File: src/rtl/mem_pkg.sv
// Shared definitions for the memory bus initiator: state codes, access sizes,
// the latched request record and the alignment rule.
package mem_pkg;

    localparam logic [1:0] SZ_BYTE = 2'd0;
    localparam logic [1:0] SZ_HALF = 2'd1;
    localparam logic [1:0] SZ_WORD = 2'd2;

    localparam logic [2:0] ST_IDLE    = 3'd0;
    localparam logic [2:0] ST_RD      = 3'd1;
    localparam logic [2:0] ST_WSETUP  = 3'd2;
    localparam logic [2:0] ST_WSTROBE = 3'd3;
    localparam logic [2:0] ST_WHOLD   = 3'd4;
    localparam logic [2:0] ST_RESP    = 3'd5;

    typedef struct packed {
        logic        write;
        logic [1:0]  size;
        logic        sign_ext;
        logic [1:0]  addr_lo;
        logic [31:0] wdata;
    } req_t;

    // Size encoding 3 is reserved, so it always faults.
    function automatic logic align_fault(input logic [1:0] size, input logic [1:0] addr_lo);
        logic f;
        case (size)
            SZ_BYTE: f = 1'b0;
            SZ_HALF: f = addr_lo[0];
            SZ_WORD: f = |addr_lo;
            default: f = 1'b1;
        endcase
        return f;
    endfunction

endpackage

File: src/rtl/mem_if.sv
// Strobed memory bus between the initiator and the MMU.
interface mem_if;
    logic [31:0] ADDR;
    logic        N_OE;
    logic        N_WE;
    logic [31:0] BUS_OUT;
    logic [31:0] BUS_IN;

    modport master (output ADDR, output N_OE, output N_WE, output BUS_OUT, input BUS_IN);
    modport slave  (input ADDR, input N_OE, input N_WE, input BUS_OUT, output BUS_IN);
endinterface

File: src/rtl/mem_lane.sv
// Byte/halfword lane steering: extracts and extends a load value from a word,
// and merges store data into the addressed lane of a word.
module mem_lane
    import mem_pkg::*;
(
    input  logic [31:0] word,
    input  logic [1:0]  addr_lo,
    input  logic [1:0]  size,
    input  logic        sign_ext,
    input  logic [31:0] wdata,
    output logic [31:0] load_val,
    output logic [31:0] store_word
);

    logic [7:0]  byte_v;
    logic [15:0] half_v;

    always_comb begin
        // NOTE: every output gets a default before the case so no path leaves it
        // unassigned; a missing default here would infer a latch.
        byte_v     = word[{addr_lo, 3'b000} +: 8];
        half_v     = word[{addr_lo[1], 4'b0000} +: 16];
        load_val   = word;
        store_word = word;
        case (size)
            SZ_BYTE: begin
                load_val = sign_ext ? {{24{byte_v[7]}}, byte_v} : {24'd0, byte_v};
                store_word[{addr_lo, 3'b000} +: 8] = wdata[7:0];
            end
            SZ_HALF: begin
                load_val = sign_ext ? {{16{half_v[15]}}, half_v} : {16'd0, half_v};
                store_word[{addr_lo[1], 4'b0000} +: 16] = wdata[15:0];
            end
            SZ_WORD: store_word = wdata;
            default: ;
        endcase
    end

endmodule

File: src/rtl/mem_master.sv
// Single-outstanding bus initiator: sequences N_OE/N_WE with setup/strobe/hold,
// does read-modify-write for sub-word stores and reports misaligned requests.
module mem_master
    import mem_pkg::*;
#(
    parameter int READ_WAIT  = 1,
    parameter int WRITE_WAIT = 1
) (
    input  logic        CLK,
    input  logic        N_RST,
    input  logic        REQ,
    input  logic        WRITE,
    input  logic [1:0]  SIZE,
    input  logic        SIGNED,
    input  logic [31:0] REQ_ADDR,
    input  logic [31:0] WDATA,
    output logic        BUSY,
    output logic        DONE,
    output logic        FAULT,
    output logic [31:0] RDATA,
    mem_if.master       bus
);

    localparam int MAX_WAIT = (READ_WAIT > WRITE_WAIT) ? READ_WAIT : WRITE_WAIT;
    localparam int CNT_W    = $clog2(MAX_WAIT) + 1;
    localparam logic [CNT_W-1:0] RD_LOAD = CNT_W'(READ_WAIT - 1);
    localparam logic [CNT_W-1:0] WR_LOAD = CNT_W'(WRITE_WAIT - 1);

    logic [2:0]       state;
    logic [CNT_W-1:0] cnt;
    req_t             req_q;
    logic [31:0]      addr_q;
    logic [31:0]      bus_out_q;
    logic [31:0]      rdata_q;
    logic             n_oe_q;
    logic             n_we_q;
    logic             done_q;
    logic             fault_q;
    logic [31:0]      load_val;
    logic [31:0]      store_word;

    mem_lane u_lane (
        .word       (bus.BUS_IN),
        .addr_lo    (req_q.addr_lo),
        .size       (req_q.size),
        .sign_ext   (req_q.sign_ext),
        .wdata      (req_q.wdata),
        .load_val   (load_val),
        .store_word (store_word)
    );

    // NOTE: all state uses non-blocking assignments so every flop samples the
    // pre-edge values regardless of statement order.
    always_ff @(posedge CLK or negedge N_RST) begin
        if (!N_RST) begin
            state     <= ST_IDLE;
            cnt       <= '0;
            req_q     <= '0;
            addr_q    <= '0;
            bus_out_q <= '0;
            rdata_q   <= '0;
            n_oe_q    <= 1'b1;
            n_we_q    <= 1'b1;
            done_q    <= 1'b0;
            fault_q   <= 1'b0;
        end else begin
            done_q  <= 1'b0;
            fault_q <= 1'b0;
            case (state)
                ST_IDLE: begin
                    if (REQ) begin
                        req_q <= '{write: WRITE, size: SIZE, sign_ext: SIGNED,
                                   addr_lo: REQ_ADDR[1:0], wdata: WDATA};
                        if (align_fault(SIZE, REQ_ADDR[1:0])) begin
                            done_q  <= 1'b1;
                            fault_q <= 1'b1;
                            state   <= ST_RESP;
                        end else begin
                            addr_q <= {REQ_ADDR[31:2], 2'b00};
                            if (WRITE && SIZE == SZ_WORD) begin
                                bus_out_q <= WDATA;
                                state     <= ST_WSETUP;
                            end else begin
                                // Loads and sub-word stores both start by reading the word.
                                n_oe_q <= 1'b0;
                                cnt    <= RD_LOAD;
                                state  <= ST_RD;
                            end
                        end
                    end
                end
                ST_RD: begin
                    if (cnt == '0) begin
                        n_oe_q <= 1'b1;
                        if (req_q.write) begin
                            bus_out_q <= store_word;
                            state     <= ST_WSETUP;
                        end else begin
                            rdata_q <= load_val;
                            done_q  <= 1'b1;
                            state   <= ST_RESP;
                        end
                    end else begin
                        cnt <= cnt - CNT_W'(1);
                    end
                end
                ST_WSETUP: begin
                    n_we_q <= 1'b0;
                    cnt    <= WR_LOAD;
                    state  <= ST_WSTROBE;
                end
                ST_WSTROBE: begin
                    if (cnt == '0) begin
                        n_we_q <= 1'b1;
                        done_q <= 1'b1;
                        state  <= ST_WHOLD;
                    end else begin
                        cnt <= cnt - CNT_W'(1);
                    end
                end
                ST_WHOLD, ST_RESP: state <= ST_IDLE;
                default: begin
                    n_oe_q <= 1'b1;
                    n_we_q <= 1'b1;
                    state  <= ST_IDLE;
                end
            endcase
        end
    end

    assign BUSY        = (state != ST_IDLE);
    assign DONE        = done_q;
    assign FAULT       = fault_q;
    assign RDATA       = rdata_q;
    assign bus.ADDR    = addr_q;
    assign bus.N_OE    = n_oe_q;
    assign bus.N_WE    = n_we_q;
    assign bus.BUS_OUT = bus_out_q;

endmodule

File: src/flat_wrapper.sv
// flat-port wrapper written by rule: the top's interface ports become plain ports
module mem_master_flat import mem_pkg::*;
#(
    parameter int READ_WAIT  = 1,
    parameter int WRITE_WAIT = 1
)
  (CLK, N_RST, REQ, WRITE, SIZE, SIGNED, REQ_ADDR, WDATA, BUSY, DONE, FAULT, RDATA, bus_ADDR, bus_N_OE, bus_N_WE, bus_BUS_OUT, bus_BUS_IN);
  mem_if bus_i ();
  input  logic CLK;
  input  logic N_RST;
  input  logic REQ;
  input  logic WRITE;
  input  logic [1:0] SIZE;
  input  logic SIGNED;
  input  logic [31:0] REQ_ADDR;
  input  logic [31:0] WDATA;
  output logic BUSY;
  output logic DONE;
  output logic FAULT;
  output logic [31:0] RDATA;
  output wire logic [$bits(bus_i.ADDR)-1:0] bus_ADDR;
  output wire logic [$bits(bus_i.N_OE)-1:0] bus_N_OE;
  output wire logic [$bits(bus_i.N_WE)-1:0] bus_N_WE;
  output wire logic [$bits(bus_i.BUS_OUT)-1:0] bus_BUS_OUT;
  input wire logic [$bits(bus_i.BUS_IN)-1:0] bus_BUS_IN;
  assign bus_ADDR = bus_i.ADDR;
  assign bus_N_OE = bus_i.N_OE;
  assign bus_N_WE = bus_i.N_WE;
  assign bus_BUS_OUT = bus_i.BUS_OUT;
  assign bus_i.BUS_IN = bus_BUS_IN;
  mem_master #(.READ_WAIT(READ_WAIT), .WRITE_WAIT(WRITE_WAIT)) u_core (.CLK(CLK), .N_RST(N_RST), .REQ(REQ), .WRITE(WRITE), .SIZE(SIZE), .SIGNED(SIGNED), .REQ_ADDR(REQ_ADDR), .WDATA(WDATA), .BUSY(BUSY), .DONE(DONE), .FAULT(FAULT), .RDATA(RDATA), .bus(bus_i));
endmodule
File: config.mk
export PLATFORM = sky130hd
export DESIGN_NAME = mem_master_flat
export DESIGN_NICKNAME = d
export VERILOG_FILES = /design/src/rtl/mem_pkg.sv /design/src/rtl/mem_if.sv /design/src/rtl/mem_lane.sv /design/src/rtl/mem_master.sv /design/src/flat_wrapper.sv
export SDC_FILE = /design/constraint.sdc
export NUM_CORES = 1
export LEC_CHECK = 0
export CAP_MARGIN = 25
export CORE_UTILIZATION = 51
export CTS_BUF_LIST = sky130_fd_sc_hd__clkbuf_4 sky130_fd_sc_hd__clkbuf_8
export DETAILED_ROUTE_END_ITERATION = 6
export PLACE_DENSITY_LB_ADDON = 0.12
export SLEW_MARGIN = 15
export SYNTH_ARGS = -nofsm -noshare
export SYNTH_HDL_FRONTEND = slang
export SYNTH_HIERARCHICAL = 1
export SYNTH_SLANG_ARGS = --single-unit
File: constraint.sdc
create_clock -name CLK -period 2.6 [get_ports CLK]
set_input_delay 0.39 -clock CLK [delete_from_list [all_inputs] [get_ports CLK]]
set_output_delay 0.39 -clock CLK [all_outputs]
set_load 0.005 [all_outputs]
==> results.py, run 1 <==
metrics = {
    "floorplan": {
        "start_util": 0.526,
        "design.core.area_sq_um": 14600,
        "ioPinCount": 204,
        "die_x_microns": 125,
        "die_y_microns": 125,
        "fp-row-count": 44,
        "dieArea_sq_um": 15500,
    },
    "global_routing": {
        "grt_usage": 0.293,
        "grt_pass1_vias": 6403,
        "grt_max_degree": 55,
        "grt_pass1_wl_microns": 35500,
        "grt_overflow": 0,
        "antenna_found_initial": 0,
    },
    "cts": {
        "numCtsBuffers": 17,
        "clk_path_buf_depth": 2,
        "clk_latency_ps": 450,
        "clock-root-buffer": "clkbuf_8",
        "postCtsSetupRepairBufs": 0,
        "clock_sinks": 139,
        "cts_tree": "built",
        "clk_pin_slew_ps": 80,
        "htree_num_levels": 4,
    },
    "drt": {
        "drc_errors": 0,
        "drt_iter0_markers": 545,
        "dr_total_vias": 6344,
        "wl_per_cell_microns": 20.7,
        "via_per_inst": 5.98,
        "drt-total-wl_microns": 22000,
        "drtAntennaViolNets": 0,
        "first_pass_iters": 6,
    },
    "synth": {
        "syn_inst": 668,
        "ys_warn_count": 6,
        "yosysTopAreaCell": "dfrtp_1",
        "synthFlopType": "dfrtp_1",
        "ys_seq_area_frac": 0.454,
        "netlist_area_sq_um": 7670,
        "synth_enable_flop_cells": 0,
        "synthTopCellsByArea": "dfrtp_1, mux2_2, mux2_1, mux2i_1, nand2_1",
        "synth.distinct_cells": 62,
        "syn_avg_cell_area_sq_um": 11.5,
        "synth.top_cell.area_share": 0.447,
        "ys_ff_latch": 139,
        "async_flop_share": 1.00,
    },
    "worst_hold_path": {
        "min_path_type": "in -> async",
    },
    "timing": {
        "worst_pin_slew_ps": 645,
        "setup_viol": 0,
        "rsz0062_at_grt": "no",
        "period_needed_ps": 2220,
        "tns_ps": 0,
        "fin_crit_sh": 0.854,
        "hold_viol_final": 0,
        "slew-limit-headroom": 0.570,
        "drv_slew": 0,
        "fmax_mhz": 450,
        "fin_skew_ps": 11.0,
    },
    "place": {
        "numPortBuffers": 201,
        "dp_hpwl_microns": 16100,
        "gp_congestion": 0.894,
        "postPlaceCellArea_sq_um": 9860,
    },
    "worst_setup_path": {
        "critPathMaxFanout": 28,
        "cp_data_required_time_ps": 2920,
        "arrival_ps": 2540,
        "endpoint_kind": "flip-flop",
        "critPathLaunch": "u_core/req_q[36]",
        "rr_startpoint": "u_core/req_q[36]",
        "worst-setup-path-type": "reg -> reg",
        "critPathLaunchType": "flip-flop",
    },
    "layout": {
        "design_area_sq_um": 10300,
        "fin_nets": 971,
        "diodes": 0,
        "syn2layout_area_growth_pct": 34.2,
        "drive_above_1_share": 0.176,
        "final_common_cell": "clkdlybuf4s50_1",
        "most-common-layout-cells": "clkdlybuf4s50_1, dfrtp_1, nand2_1",
    },
    "power": {
        "powerDensity_nw_per_um2": 1250,
        "power_w": 0.0129,
        "ir_drop_v": 0.000651,
        "p_leak_nw": 4.30,
    },
    "outcome": {
        "status": "finished, final reports clean",
    },
    "run": {
        "drv_cap": 0,
    },
}
[metrics by stage]
stage               std cells  setup WS, ps  hold WS [ps]   util
floorplan                 669           317          94.4      -
global placement         1027           390           275  0.676
detailed placement       1027           331           279  0.676
CTS                      1060           381           364  0.706
global route             1060           273           387  0.706
finish                   1060           378           385  0.706
[kinds of logic after synthesis]
family                   after synthesis  share of synthesized area
AO/OA/AOI/OAI                        170                      0.165
multiplexers                         169                      0.246
flip-flops                           139                      0.454
AND/OR/NAND/NOR                      114                     0.0757
buffers and inverters                 70                     0.0517
adder cells (fa/ha/maj)                5                    0.00815
other                                  1                   0.000489
[critical path, cell delays in order, from the launching register on]
cell	delay (ps)
dfrtp_2	690
or2_0	590
o22ai_1	230
a221o_1	360
mux2i_1	140
o21ai_1	80
[layout make-up]
type	instances	area, sq um
fill	1050	4290
multi-input combinational	460	3820
sequential	139	3480
timing repair buffer	229	2280
clock buffer	20	269
tap	184	230
clock inverter	12	161
inverter	16	60.1
[sequential cells by signal, indices dropped and copies added (netlist names)]
register / cells
u_core/DONE: 1
u_core/RDATA: 32
u_core/FAULT: 1
u_core/state: 3
u_core/bus.BUS_OUT: 32
u_core/req_q: 38
u_core/bus.ADDR: 30
u_core/bus.N_WE: 1
u_core/bus.N_OE: 1
[routing by layer]
metal,vias to the layer above,GRT usage,routed length [microns]
met5,-,0,0
met4,0,0.115,546
met3,41,0.0631,1540
met2,256,0.455,10200
met1,3156,0.401,9730
li1,2891,-,-
[worst paths after layout]
path	cells past startpoint	slack, ps	endpoint
worst max-delay path	5	380	u_core/bus.BUS_OUT[27]
worst min register to register	2	490	u_core/bus.BUS_OUT[2]
max in group asynchronous	3	1530	u_core/bus.BUS_OUT[22]
worst min-delay path	2	380	u_core/bus.ADDR[15]
worst max register to register	5	380	u_core/bus.BUS_OUT[27]
min in group CLK	2	490	u_core/bus.BUS_OUT[2]
[Yosys cell counts (4+ instances only)]
master      n
buf_6       4
buf_4      11
a21o_1      7
o21ai_1    29
ha_1        5
nor2_1     15
a221o_1    10
nand2_1    68
a32oi_1    21
clkbuf_1   10
a22oi_1    22
mux2_2     67
mux2_1     49
o221ai_1   21
inv_1      16
dfrtp_1   137
o21ai_0    29
mux2_4     10
mux2i_1    43
nor2b_1     5
a22o_1      7
buf_2      22
[report_power, final]
group          switching [W]  internal, W  total (W)
registers           0.000949      0.00322    0.00417
clock network       0.000885      0.00102    0.00190
logic                0.00306      0.00377    0.00682
[timing repair]
item	in CTS	in global routing
resized for setup	0	0
hold buffers	1	0
hold endpoints to repair	24	0
Power figures use the tool's default switching activity.
==> run 2: changes to the inputs <==
--- a/config.mk
+++ b/config.mk
@@ -9,7 +9,7 @@
 export CORE_UTILIZATION = 51
 export CTS_BUF_LIST = sky130_fd_sc_hd__clkbuf_4 sky130_fd_sc_hd__clkbuf_8
 export DETAILED_ROUTE_END_ITERATION = 6
-export PLACE_DENSITY_LB_ADDON = 0.12
+export PLACE_DENSITY_LB_ADDON = 0.2
 export SLEW_MARGIN = 15
 export SYNTH_ARGS = -nofsm -noshare
 export SYNTH_HDL_FRONTEND = slang
==> run 2 against run 1 <==
Compared with the run above: critical path type unchanged; count of clock-buffer cells in the layout rose by 5; routed wire length grew 1.3%; non-clock buffer count shrank 2; highest routed layer unchanged; largest cell class unchanged.
==> results.py, run 2 (same netlist as run 1, synthesis figures left out) <==
metrics = {
    "outcome": {
        "status": "finished, final reports clean",
    },
    "timing": {
        "period_needed_ps": 2200,
        "rsz0062_at_grt": "no",
        "fin_crit_sh": 0.848,
        "hold_viol_final": 0,
        "setup_slack_ps": 396,
        "setup_viol": 0,
        "drv_slew": 0,
        "slew-limit-headroom": 0.565,
        "tns_ps": 0,
        "worst_pin_slew_ps": 653,
        "fin_skew_ps": 11.6,
        "fmax_mhz": 454,
    },
    "drt": {
        "dr_total_vias": 6400,
        "highest_layer": "met4",
        "wl_met1_microns": 9540,
        "drt-total-wl_microns": 22300,
        "via_per_inst": 6.05,
        "wl_per_cell_microns": 21.1,
        "wl_met3_microns": 1540,
        "first_pass_iters": 5,
        "route.met2.wl_microns": 10800,
        "drt_iter0_markers": 536,
        "drtAntennaViolNets": 0,
        "drc_errors": 0,
    },
    "layout": {
        "max_flop_register": "u_core/req_q",
        "design_area_sq_um": 10300,
        "seqCellArea_sq_um": 3480,
        "fillers": 1018,
        "syn2layout_area_growth_pct": 33.7,
        "utilization": 0.703,
        "drive_above_1_share": 0.173,
        "diodes": 0,
        "final_common_cell": "clkdlybuf4s50_1",
        "multi_input_area_sq_um": 3820,
        "fin_nets": 969,
        "largest_register_ffs": 38,
        "most-common-layout-cells": "clkdlybuf4s50_1, dfrtp_1, nand2_1",
    },
    "worst_setup_path": {
        "rr_startpoint": "u_core/req_q[33]",
        "critPathMaxFanout": 29,
        "endpoint_kind": "flip-flop",
        "critPathLaunchType": "flip-flop",
        "cp_data_required_time_ps": 2970,
        "worst-setup-path-type": "reg -> reg",
        "critPathLaunch": "u_core/req_q[33]",
        "arrival_ps": 2570,
    },
    "cts": {
        "clk_latency_ps": 440,
        "clk_path_buf_depth": 2,
        "numCtsBuffers": 17,
        "clock_sinks": 139,
        "clock-root-buffer": "clkbuf_8",
        "clk_pin_slew_ps": 80,
        "cts_tree": "built",
        "postCtsSetupRepairBufs": 0,
        "cts_resized": 0,
        "htree_num_levels": 4,
    },
    "place": {
        "postPlaceCellArea_sq_um": 9840,
        "numPortBuffers": 201,
        "gp_congestion": 0.943,
        "dp_hpwl_microns": 16400,
        "dp_slack_ps": 357,
    },
    "floorplan": {
        "die_x_microns": 125,
        "fp-row-count": 44,
        "design.core.area_sq_um": 14600,
        "dieArea_sq_um": 15500,
        "die_y_microns": 125,
        "start_util": 0.526,
        "ioPinCount": 204,
    },
    "power": {
        "ir_drop_v": 0.000652,
        "p_leak_nw": 4.29,
        "powerDensity_nw_per_um2": 1250,
        "power_w": 0.0128,
    },
    "global_routing": {
        "grt_pass1_vias": 6516,
        "grt_pass1_wl_microns": 35600,
        "grt_usage": 0.294,
        "grt_max_degree": 58,
        "antenna_found_initial": 0,
        "grt_overflow": 0,
    },
    "worst_hold_path": {
        "worstHoldStart": "u_core/bus.ADDR[24]",
        "min_path_type": "reg -> reg",
    },
    "run": {
        "drv_cap": 0,
    },
}
[run 2: worst paths after layout]
check                           slack, ps                     end  cells past startpoint
worst min-delay path                  490     u_core/bus.ADDR[24]                      1
worst max register to register        400  u_core/bus.BUS_OUT[31]                      7
worst min register to register        490     u_core/bus.ADDR[24]                      1
min in group asynchronous             500      u_core/bus.ADDR[2]                      2
max in group asynchronous            1310  u_core/bus.BUS_OUT[23]                      3
worst max-delay path                  400  u_core/bus.BUS_OUT[31]                      7
[run 2: metal layers]
metal | up-vias | track usage
met5 | - | 0
met1 | 3205 | 0.399
met4 | 0 | 0.0957
met2 | 298 | 0.470
li1 | 2865 | -
met3 | 32 | 0.0610
[run 2: where the power goes]
| part | total, W | internal (W) | switching (W) |
|---|---|---|---|
| registers | 0.00415 | 0.00323 | 0.000922 |
| logic | 0.00687 | 0.00375 | 0.00312 |
| clock network | 0.00181 | 0.00101 | 0.000800 |
[run 2: critical path: stages, from the launching register on]
cell and delay, ps:
dfrtp_1 360, buf_4 370, nor2b_1 470, buf_4 280
a22oi_1 90, o221ai_1 270, mux2i_1 120, o21ai_1 140
[run 2: timing repair]
item | 4_1_cts | 5_1_grt
setup endpoints to repair | 0 | 0
hold endpoints to repair | 51 | 0
hold buffers | 1 | 0
[run 2: area by class of cell]
class	count	area share
Clock buffer	25	0.0317
Clock inverter	6	0.00841
Inverter	16	0.00585
Multi-Input combinational cell	460	0.372
Sequential cell	139	0.339
Tap cell	184	0.0224
Timing Repair Buffer	227	0.220
[run 2: per-stage QoR]
| step | hold slack [ps] | cells |
|---|---|---|
| finish | 486 | 1057 |
| global route | 501 | 1057 |
| CTS | 476 | 1057 |
| detailed placement | 381 | 1025 |
| global placement | 373 | 1025 |
| floorplan | 94.4 | 669 |
